--- src/rtl/trng_flow_ctrl_pkg.sv ---
// Shared definitions for the TRNG flow controller: FSM state encodings and helpers.
package trng_flow_ctrl_pkg;

    localparam int STATE_W = 3;

    typedef enum logic [STATE_W-1:0] {
        ST_IDLE    = 3'd0,
        ST_WARMUP  = 3'd1,
        ST_DISCARD = 3'd2,
        ST_RUN     = 3'd3,
        ST_PAUSE   = 3'd4,
        ST_FAULT   = 3'd5
    } state_t;

    // The TRNG core is powered only while we intend to consume its output.
    function automatic logic gen_active(input state_t s);
        return (s == ST_WARMUP) || (s == ST_DISCARD) || (s == ST_RUN);
    endfunction

endpackage

--- src/rtl/trng_rep_check.sv ---
// Repetition-count health test: flags a word that would make REP_LIMIT identical words in a row.
module trng_rep_check #(
    parameter int W         = 32,
    parameter int REP_LIMIT = 3
) (
    input  logic         clk,
    input  logic         rst,
    input  logic         clear,
    input  logic         valid,
    input  logic [W-1:0] word,
    output logic         rep_fail
);

    localparam int CNT_W = $clog2(REP_LIMIT + 1);

    logic [W-1:0]     last_word_q;
    logic             have_q;
    logic [CNT_W-1:0] rep_cnt_q;
    logic             same;

    assign same     = have_q && (word == last_word_q);
    assign rep_fail = valid && same && (rep_cnt_q == CNT_W'(REP_LIMIT - 1));

    always_ff @(posedge clk or posedge rst) begin
        if (rst) begin
            last_word_q <= '0;
            have_q      <= 1'b0;
            rep_cnt_q   <= '0;
        end else if (clear) begin
            have_q    <= 1'b0;
            rep_cnt_q <= '0;
        end else if (valid) begin
            last_word_q <= word;
            have_q      <= 1'b1;
            if (!same)
                rep_cnt_q <= CNT_W'(1);
            else if (rep_cnt_q != CNT_W'(REP_LIMIT))
                rep_cnt_q <= rep_cnt_q + CNT_W'(1);
        end
    end

endmodule

--- src/rtl/trng_flow_ctrl.sv ---
// Sequences the TRNG core into the CPU FIFO: warm-up, post-start discard, FIFO-level
// hysteresis, repetition health test, write gating and word/drop statistics.
module trng_flow_ctrl
    import trng_flow_ctrl_pkg::*;
#(
    parameter int WARMUP_CYCLES = 1024,
    parameter int DISCARD_WORDS = 4,
    parameter int LEVEL_W       = 5,
    parameter int HI_WM         = 14,
    parameter int LO_WM         = 4,
    parameter int REP_LIMIT     = 3
) (
    input  logic               clk,
    input  logic               rst,
    input  logic               host_enable,
    input  logic               fault_clr,
    input  logic [31:0]        trng_word,
    input  logic               trng_valid,
    input  logic [LEVEL_W-1:0] fifo_level,
    input  logic               fifo_full,
    output logic               trng_enable,
    output logic               wr_en,
    output logic [31:0]        wr_data,
    output logic [STATE_W-1:0] state_out,
    output logic               fault,
    output logic [31:0]        word_count,
    output logic [15:0]        drop_count
);

    localparam int WARM_W = (WARMUP_CYCLES > 1) ? $clog2(WARMUP_CYCLES) : 1;
    localparam int DISC_W = (DISCARD_WORDS > 1) ? $clog2(DISCARD_WORDS + 1) : 1;
    localparam logic [LEVEL_W-1:0] HI_L = LEVEL_W'(HI_WM);
    localparam logic [LEVEL_W-1:0] LO_L = LEVEL_W'(LO_WM);
    // With no discard configured, a (re)start drops straight into RUN.
    localparam state_t RESUME_ST = (DISCARD_WORDS == 0) ? ST_RUN : ST_DISCARD;

    state_t              state_q, state_d;
    logic                trng_enable_q;
    logic                fault_q;
    logic [WARM_W-1:0]   warm_cnt_q;
    logic [DISC_W-1:0]   disc_cnt_q;
    logic [31:0]         word_count_q;
    logic [15:0]         drop_count_q;

    logic health_active;
    logic rep_fail;
    logic warm_done;
    logic drop_inc;

    assign health_active = (state_q == ST_DISCARD) || (state_q == ST_RUN);
    assign warm_done     = (WARMUP_CYCLES <= 1) || (warm_cnt_q == WARM_W'(WARMUP_CYCLES - 1));

    trng_rep_check #(
        .W         (32),
        .REP_LIMIT (REP_LIMIT)
    ) u_rep_check (
        .clk      (clk),
        .rst      (rst),
        .clear    (!health_active),
        .valid    (trng_valid && health_active),
        .word     (trng_word),
        .rep_fail (rep_fail)
    );

    assign wr_en    = (state_q == ST_RUN) && trng_valid && !fifo_full && !rep_fail;
    assign wr_data  = trng_word;
    assign drop_inc = trng_valid && (((state_q == ST_RUN) && fifo_full) || (state_q == ST_PAUSE));

    always_comb begin
        state_d = state_q;
        case (state_q)
            ST_IDLE:
                if (host_enable) state_d = ST_WARMUP;
            ST_WARMUP:
                if (!host_enable)   state_d = ST_IDLE;
                else if (warm_done) state_d = RESUME_ST;
            ST_DISCARD:
                if (rep_fail)          state_d = ST_FAULT;
                else if (!host_enable) state_d = ST_IDLE;
                else if (trng_valid && (disc_cnt_q == DISC_W'(1)))
                    state_d = ST_RUN;
            ST_RUN:
                if (rep_fail)                state_d = ST_FAULT;
                else if (!host_enable)       state_d = ST_IDLE;
                else if (fifo_level >= HI_L) state_d = ST_PAUSE;
            ST_PAUSE:
                if (!host_enable)            state_d = ST_IDLE;
                else if (fifo_level <= LO_L) state_d = RESUME_ST;
            ST_FAULT:
                if (fault_clr) state_d = ST_IDLE;
            default:
                state_d = ST_IDLE;
        endcase
    end

    always_ff @(posedge clk or posedge rst) begin
        if (rst) begin
            state_q       <= ST_IDLE;
            trng_enable_q <= 1'b0;
            fault_q       <= 1'b0;
            warm_cnt_q    <= '0;
            disc_cnt_q    <= '0;
            word_count_q  <= '0;
            drop_count_q  <= '0;
        end else begin
            state_q       <= state_d;
            trng_enable_q <= gen_active(state_d);
            fault_q       <= (state_d == ST_FAULT);

            if (state_q != ST_WARMUP)
                warm_cnt_q <= '0;
            else if (!warm_done)
                warm_cnt_q <= warm_cnt_q + WARM_W'(1);

            if ((state_d == ST_DISCARD) && (state_q != ST_DISCARD))
                disc_cnt_q <= DISC_W'(DISCARD_WORDS);
            else if ((state_q == ST_DISCARD) && trng_valid && (disc_cnt_q != '0))
                disc_cnt_q <= disc_cnt_q - DISC_W'(1);

            if (wr_en)
                word_count_q <= word_count_q + 32'd1;

            if (drop_inc && (drop_count_q != 16'hFFFF))
                drop_count_q <= drop_count_q + 16'd1;
        end
    end

    assign trng_enable = trng_enable_q;
    assign fault       = fault_q;
    assign state_out   = state_q;
    assign word_count  = word_count_q;
    assign drop_count  = drop_count_q;

endmodule

--- config.mk ---
export PLATFORM = sky130hd
export DESIGN_NAME = trng_flow_ctrl
export DESIGN_NICKNAME = d
export VERILOG_FILES = /design/src/rtl/trng_flow_ctrl_pkg.sv /design/src/rtl/trng_rep_check.sv /design/src/rtl/trng_flow_ctrl.sv
export SDC_FILE = /design/constraint.sdc
export NUM_CORES = 1
export LEC_CHECK = 0
export ABC_AREA = 1
export CORE_MARGIN = 3
export CORE_UTILIZATION = 55
export DETAILED_ROUTE_END_ITERATION = 8
export PLACE_DENSITY = 0.86
export SLEW_MARGIN = 20
export SYNTH_ARGS = -nofsm -noshare
export SYNTH_HDL_FRONTEND = slang
export SYNTH_SLANG_ARGS = --single-unit
--- constraint.sdc ---
create_clock -name clk -period 6.1 [get_ports clk]
set_clock_uncertainty 0.2 [all_clocks]
set_input_delay 0.61 -clock clk [delete_from_list [all_inputs] [get_ports clk]]
set_output_delay 0.61 -clock clk [all_outputs]
set_load 0.02 [all_outputs]
== Word level (Yosys, flattened, before mapping) ==
Cells that the tools add are included.

* Logic and storage cells: 85
* Flip-flop bits (word level): 101
* Output and inout bits: 86
* Bits of input ports: 43

* Eq/ne operators: 20
* $add $sub $neg: 5
* Reductions and logical operators: 25
* Magnitude comparators: 2
* Muxes and demuxes: 23

{| class="wikitable"
|+ Operators by type and width
! operator !! number
|-
| $mux W3 || 14
|-
| $add A32 B1 Y32 const B || 1
|-
| $eq A32 B32 Y1 || 1
|-
| $mux W10 || 2
|-
| $pmux W3 S6 || 1
|-
| $add A16 B1 Y16 const B || 1
|-
| $ne A16 B16 Y1 const B || 1
|-
| $logic_and A1 B1 Y1 || 14
|-
| $eq A3 B2 Y1 const B || 4
|-
| $add A10 B1 Y10 const B || 1
|-
| $eq A10 B10 Y1 const B || 1
|-
| $eq A3 B1 Y1 const B || 3
|-
| $eq A3 B3 Y1 const B || 3
|-
| $mux W2 || 4
|-
| $ge A5 B4 Y1 const B || 1
|-
| $le A5 B3 Y1 const B || 1
|-
| $logic_or A1 B1 Y1 || 4
|-
| $ne A2 B1 Y1 const B || 2
|-
| $reduce_and A2 Y1 || 2
|-
| $logic_not A3 Y1 || 1
|-
| $ne A3 B1 Y1 const B || 1
|-
| $ne A3 B2 Y1 const B || 1
|-
| $ne A3 B3 Y1 const B || 1
|-
| $reduce_bool A3 Y1 || 1
|-
| 7 further kinds || 9
|}

== Logic depth before layout (Yosys ltp) ==
* Depth after elaboration: 10
* Gate-level depth with buffers: 14
* Gate-level depth less buffers: 14

== Modules after synthesis ==
A second synthesis with hierarchy kept.

* Cell total of the unflattened synthesis: 955
* Area, all modules: 6457.4 um2

{| class="wikitable"
|+ Modules (own cells, without submodules)
! module !! cells an instance !! instances !! area an instance (um2) !! sequential area each (um2)
|-
| trng_flow_ctrl || 597 || 1 || 4252.8 || 1651.6
|-
| trng_rep_check || 358 || 1 || 2204.6 || 875.8
|}

== Least setup slack after synthesis ==
No wires, ideal clock.

* Path kind: input to output
* Start point: input port trng_word[7]
* End point: output port wr_en
* Buffers on the path: 1
* Required time: 5.290 ns
* Arrival: 1.623 ns
* Cell stages on the path: 10
* Path slack: 3.667 ns
* Path through: inv_1 -> nand2_1 -> o21ai_0 -> nor2_1 -> nand3_1 -> nor2_1 -> nand3_4 -> nand2_4 -> inv_2 -> buf_2

* Cells in the longest elaborated chain, start to end: 6

{| class="wikitable"
|+ RTL lines
! item !! RTL line !! source
|-
| start: declaration || trng_flow_ctrl.sv:17 || <nowiki>input logic [31:0] trng_word,</nowiki>
|-
| $eq A32 B32 Y1 || trng_rep_check.sv:21 || <nowiki>assign same = have_q && (word == last_word_q);</nowiki>
|-
| $logic_and A1 B1 Y1 || trng_rep_check.sv:21 ||
|-
| $logic_and A1 B1 Y1 (2 in series) || trng_rep_check.sv:22 || <nowiki>assign rep_fail = valid && same && (rep_cnt_q == CNT_W'(REP_LIMIT - 1));</nowiki>
|-
| $logic_not A1 Y1 || trng_flow_ctrl.sv:65 || <nowiki>assign wr_en = (state_q == ST_RUN) && trng_valid && !fifo_full && !rep_fail;</nowiki>
|-
| $logic_and A1 B1 Y1 || trng_flow_ctrl.sv:65 ||
|-
| end: declaration || trng_flow_ctrl.sv:22 || <nowiki>output logic wr_en,</nowiki>
|}

Every way passes these cells.

== Worst setup path after layout ==
* Start point: input port trng_valid
* End point: output port wr_en

* Cells in the longest elaborated chain, start to end: 5
* Elaborated cells on any way between the ends: 7
* Those cells by class: 7 x reduce/logical

{| class="wikitable"
|+ RTL lines
! item !! RTL line !! source
|-
| start: declaration || trng_flow_ctrl.sv:18 || <nowiki>input logic trng_valid,</nowiki>
|-
| $logic_and A1 B1 Y1 || trng_flow_ctrl.sv:60 || <nowiki>.valid (trng_valid && health_active),</nowiki>
|-
| $logic_and A1 B1 Y1 (2 in series) || trng_rep_check.sv:22 ||
|-
| $logic_not A1 Y1 || trng_flow_ctrl.sv:65 ||
|-
| $logic_and A1 B1 Y1 (*) || trng_flow_ctrl.sv:65 ||
|}

Mark *: on every way between the ends. The rest lies on a longest branch, timed or not.

==> results.md <==
* Status: finished clean
* Seq/Total Area, Yosys at between 40% and 50%
* DP Worst Slack at ~1.9 ns
* Final worst setup slack at 1.864 ns
* Ports at 129
* Critical path peak fanout at 47
* Slowest cell delay on critical path at 0.59 ns
* Post-synthesis register bit count at 101
* Die height at 109.1 um
* CP top delay family: buffers and inverters
* Core area at 10320 sq um
* Final non-filler cell area at 7204 sq um
* CP Capture Type: primary output
* Clock transition at the registers of the reported paths at 0.10 ns
* Internal power at 0.9474 mW
* Area Growth Syn to Fin at 23.22%
* Cell count after synthesis at roughly 760
* Arr. time, crit path at 3.43 ns
* Filler cell count at 829
* Root buf cell: clkbuf_8
* # port buffers at ~130
* F_max at 0.2361 GHz
* Antenna Nets Post-Route at 0
* Routed WL at 13680 um
* Clock Sink Count at 101
* Clk pwr share at 30.6%
* Maximum VDD drop at 0.0001320 V
* Vias at 5162
* Syn nets at 809
* Pwr dens at 183.0 nW/um^2
* Violation count after the first detailed-route iteration at ~260
* Bufs and invs on worst path at 6
* Num rows at 37
* PostCTS Resize Cnt at 0
* Largest buffer count on any clock path at 2
* Worst path required time at 5.29 ns
* Diode count at 0
* Crit Path Category: input pin to primary output
* Commonest non-fill, non-tap cell in the layout: nand2_1
* Pins Over Slew Limit at 0
* Initial antenna violation count at 0
* Net load switching power at 0.3708 mW
* Layout cell share with drive strength beyond 1 at under 10%
* CTS Buf Count at 9
* RSZ-0062 raised after global routing: no
* Final std cells w/o fill at 997
* Fin crit share at 69.44%
* Fin. Hold Viols at 0
* Cells after DPL at 981
* Net Sw Frac at 28.13%
* Starting Density at between 50% and 60%
* NumNets Final at 907
* Post-CTS Hold Fix Bufs at 0
* Final setup vio count at 0
* Total gr overflow at 0
* Gpl congestion at 0.9202
* Worst skew pair latency at 0.38 ns
* Slew margin rel. at 56.11%
* Most frequent cells in the layout: 228 x nand2_1, 128 x clkdlybuf4s50_1, 101 x dfrtp_1
* Min-delay worst type: flop to flop
* Count of different cell masters after synthesis at 38
* DR DRC count at 0
* CTS tree: built
* Largest net degree at the start of global routing at 52
* Post-DP HPWL at 10360 um
* Die width at 109.1 um
* First-pass GRT wire length at 22780 um
* PnR Total Power at 1.318 mW
* Syn Std Cell Area at 5847 sq um
* Post-CTS repair timing setup buffer count at 0
* Sequential power share at 54.8%
* Total of max-cap violations at 0
* Period minus WS final at ~4.2 ns
* DRT Pass-1 Iters at 5
* Post-placement cell area at 7019 sq um
* CP max stage cell: clkdlybuf4s50_1
* Syn avg cell area at 7.714 sq um
* GRT Total Usage at roughly 24%
* Combinational share of power at roughly 15%
* Yosys Warn Count at 0
* Vias/cell at 5.178
* Setup TNS at 0 ns
* Crit path cell chain: clkdlybuf4s50_1 > inv_1 > nor2_2 > buf_4 > inv_2 > nor2_2 > nand3_4 > nand2_4 > inv_2 > clkdlybuf4s50_1
* H-tree Lvls at 3
* Leakage power at 3.364 nW
* Number of global-route vias before repair at around 5100
* DR WL/cell at between 10 and 15 um
* Worst-Margin Slew at roughly 0.65 ns
* Crit start category: input pin
* Die ar. at 11900 sq um
## metrics by stage
stage	hold slack, ns	utilization (%)
4_1_cts	0.3040	69.79
6_report	0.3022	69.79
5_1_grt	0.3236	69.79
3_5_place_dp	0.2808	67.99
3_3_place_gp	0.2693	67.99
2_1_floorplan	0.2508	-
## logic make-up (layout without fill, tap and decap cells)
kind of cell / count (synthesis) / after routing / synth area share (%)
adders and majority gates: 8 / 8 / 1.712
buffers and inverters: 137 / 240 / 11.11
DFF: 101 / 101 / 43.23
AOI/OAI and AO/OA: 63 / 63 / 5.992
xor gates and xnor gates: 53 / 53 / 7.939
and+or+nand+nor: 396 / 396 / 30.02
## flip-flops by register name, indices dropped and copies added (netlist names)
name	cells
u_rep_check.rep_cnt_q	2
disc_cnt_q	3
drop_count	16
u_rep_check.have_q	1
fault	1
trng_enable	1
u_rep_check.last_word_q	32
warm_cnt_q	10
word_count	32
state_out	3
## cells in the mapped netlist (all sizes together)
master	instances	share of area, %
a21oi	11	1.3
a31oi	5	0.53
and3	1	0.11
buf	38	4.8
clkbuf	5	0.32
dfrtp	101	43
ha	8	1.7
inv	94	6.0
nand2	233	15
nand3	28	2.9
nand3b	2	0.26
nand4	14	1.5
nor2	79	5.7
nor3	33	3.6
nor3b	1	0.13
nor4	5	0.53
o211ai	1	0.13
o21a	1	0.13
o21ai	42	3.6
o22ai	2	0.21
o31ai	1	0.13
xnor2	20	3.0
xor2	33	4.9
## per-layer routing
layer | global-route usage (%) | vias up | wire, um
li1 | - | 2549 | -
met1 | 29.80 | 2450 | 5867
met2 | 42.24 | 143 | 6837
met3 | 3.789 | 20 | 733
met4 | 8.927 | 0 | 244
met5 | 0 | - | 0
## final timing paths
check	startpoint	endpoint	slack (ns)	cells after the start
setup / recovery	trng_valid	wr_en	1.86	10
hold / removal	u_rep_check.last_word_q[22]	u_rep_check.last_word_q[22]	0.30	2
setup reg to reg	state_out[2]	word_count[2]	3.23	11
hold reg to reg	u_rep_check.last_word_q[22]	u_rep_check.last_word_q[22]	0.30	2
max in group asynchronous	rst	u_rep_check.last_word_q[8]	4.16	3
min in group asynchronous	rst	word_count[5]	0.45	2
## worst reg2reg max path: stages, from the launching register on
cell and delay (ns):
dfrtp_1 0.51, nor2_4 0.21, inv_2 0.08, nor2_2 0.07
buf_4 0.37, inv_2 0.25, nor2_2 0.18, nand3_4 0.13
nand2_4 0.27, inv_2 0.24, nand2_1 0.14, xor2_1 0.15
## power by group through the flow
stage	logic [mW]	clock network, mW	registers (mW)
2_1_floorplan	0.105	0	0.739
3_3_place_gp	0.186	0	0.733
3_5_place_dp	0.193	0	0.735
4_1_cts	0.194	0.412	0.722
5_1_grt	0.212	0.438	0.726
6_report	0.192	0.404	0.723
## layout make-up
| class | instances | area [sq um] | share of cell area (%) |
|---|---|---|---|
| Clock buffer | 10 | 137.6 | 1.910 |
| Clock inverter | 6 | 47.55 | 0.6600 |
| Inverter | 94 | 355.3 | 4.932 |
| Multi-Input combinational cell | 520 | 2670 | 37.06 |
| Sequential cell | 101 | 2527 | 35.08 |
| Tap cell | 136 | 170.2 | 2.362 |
| Timing Repair Buffer | 130 | 1296 | 17.99 |
(Power assumes the default switching activity.)
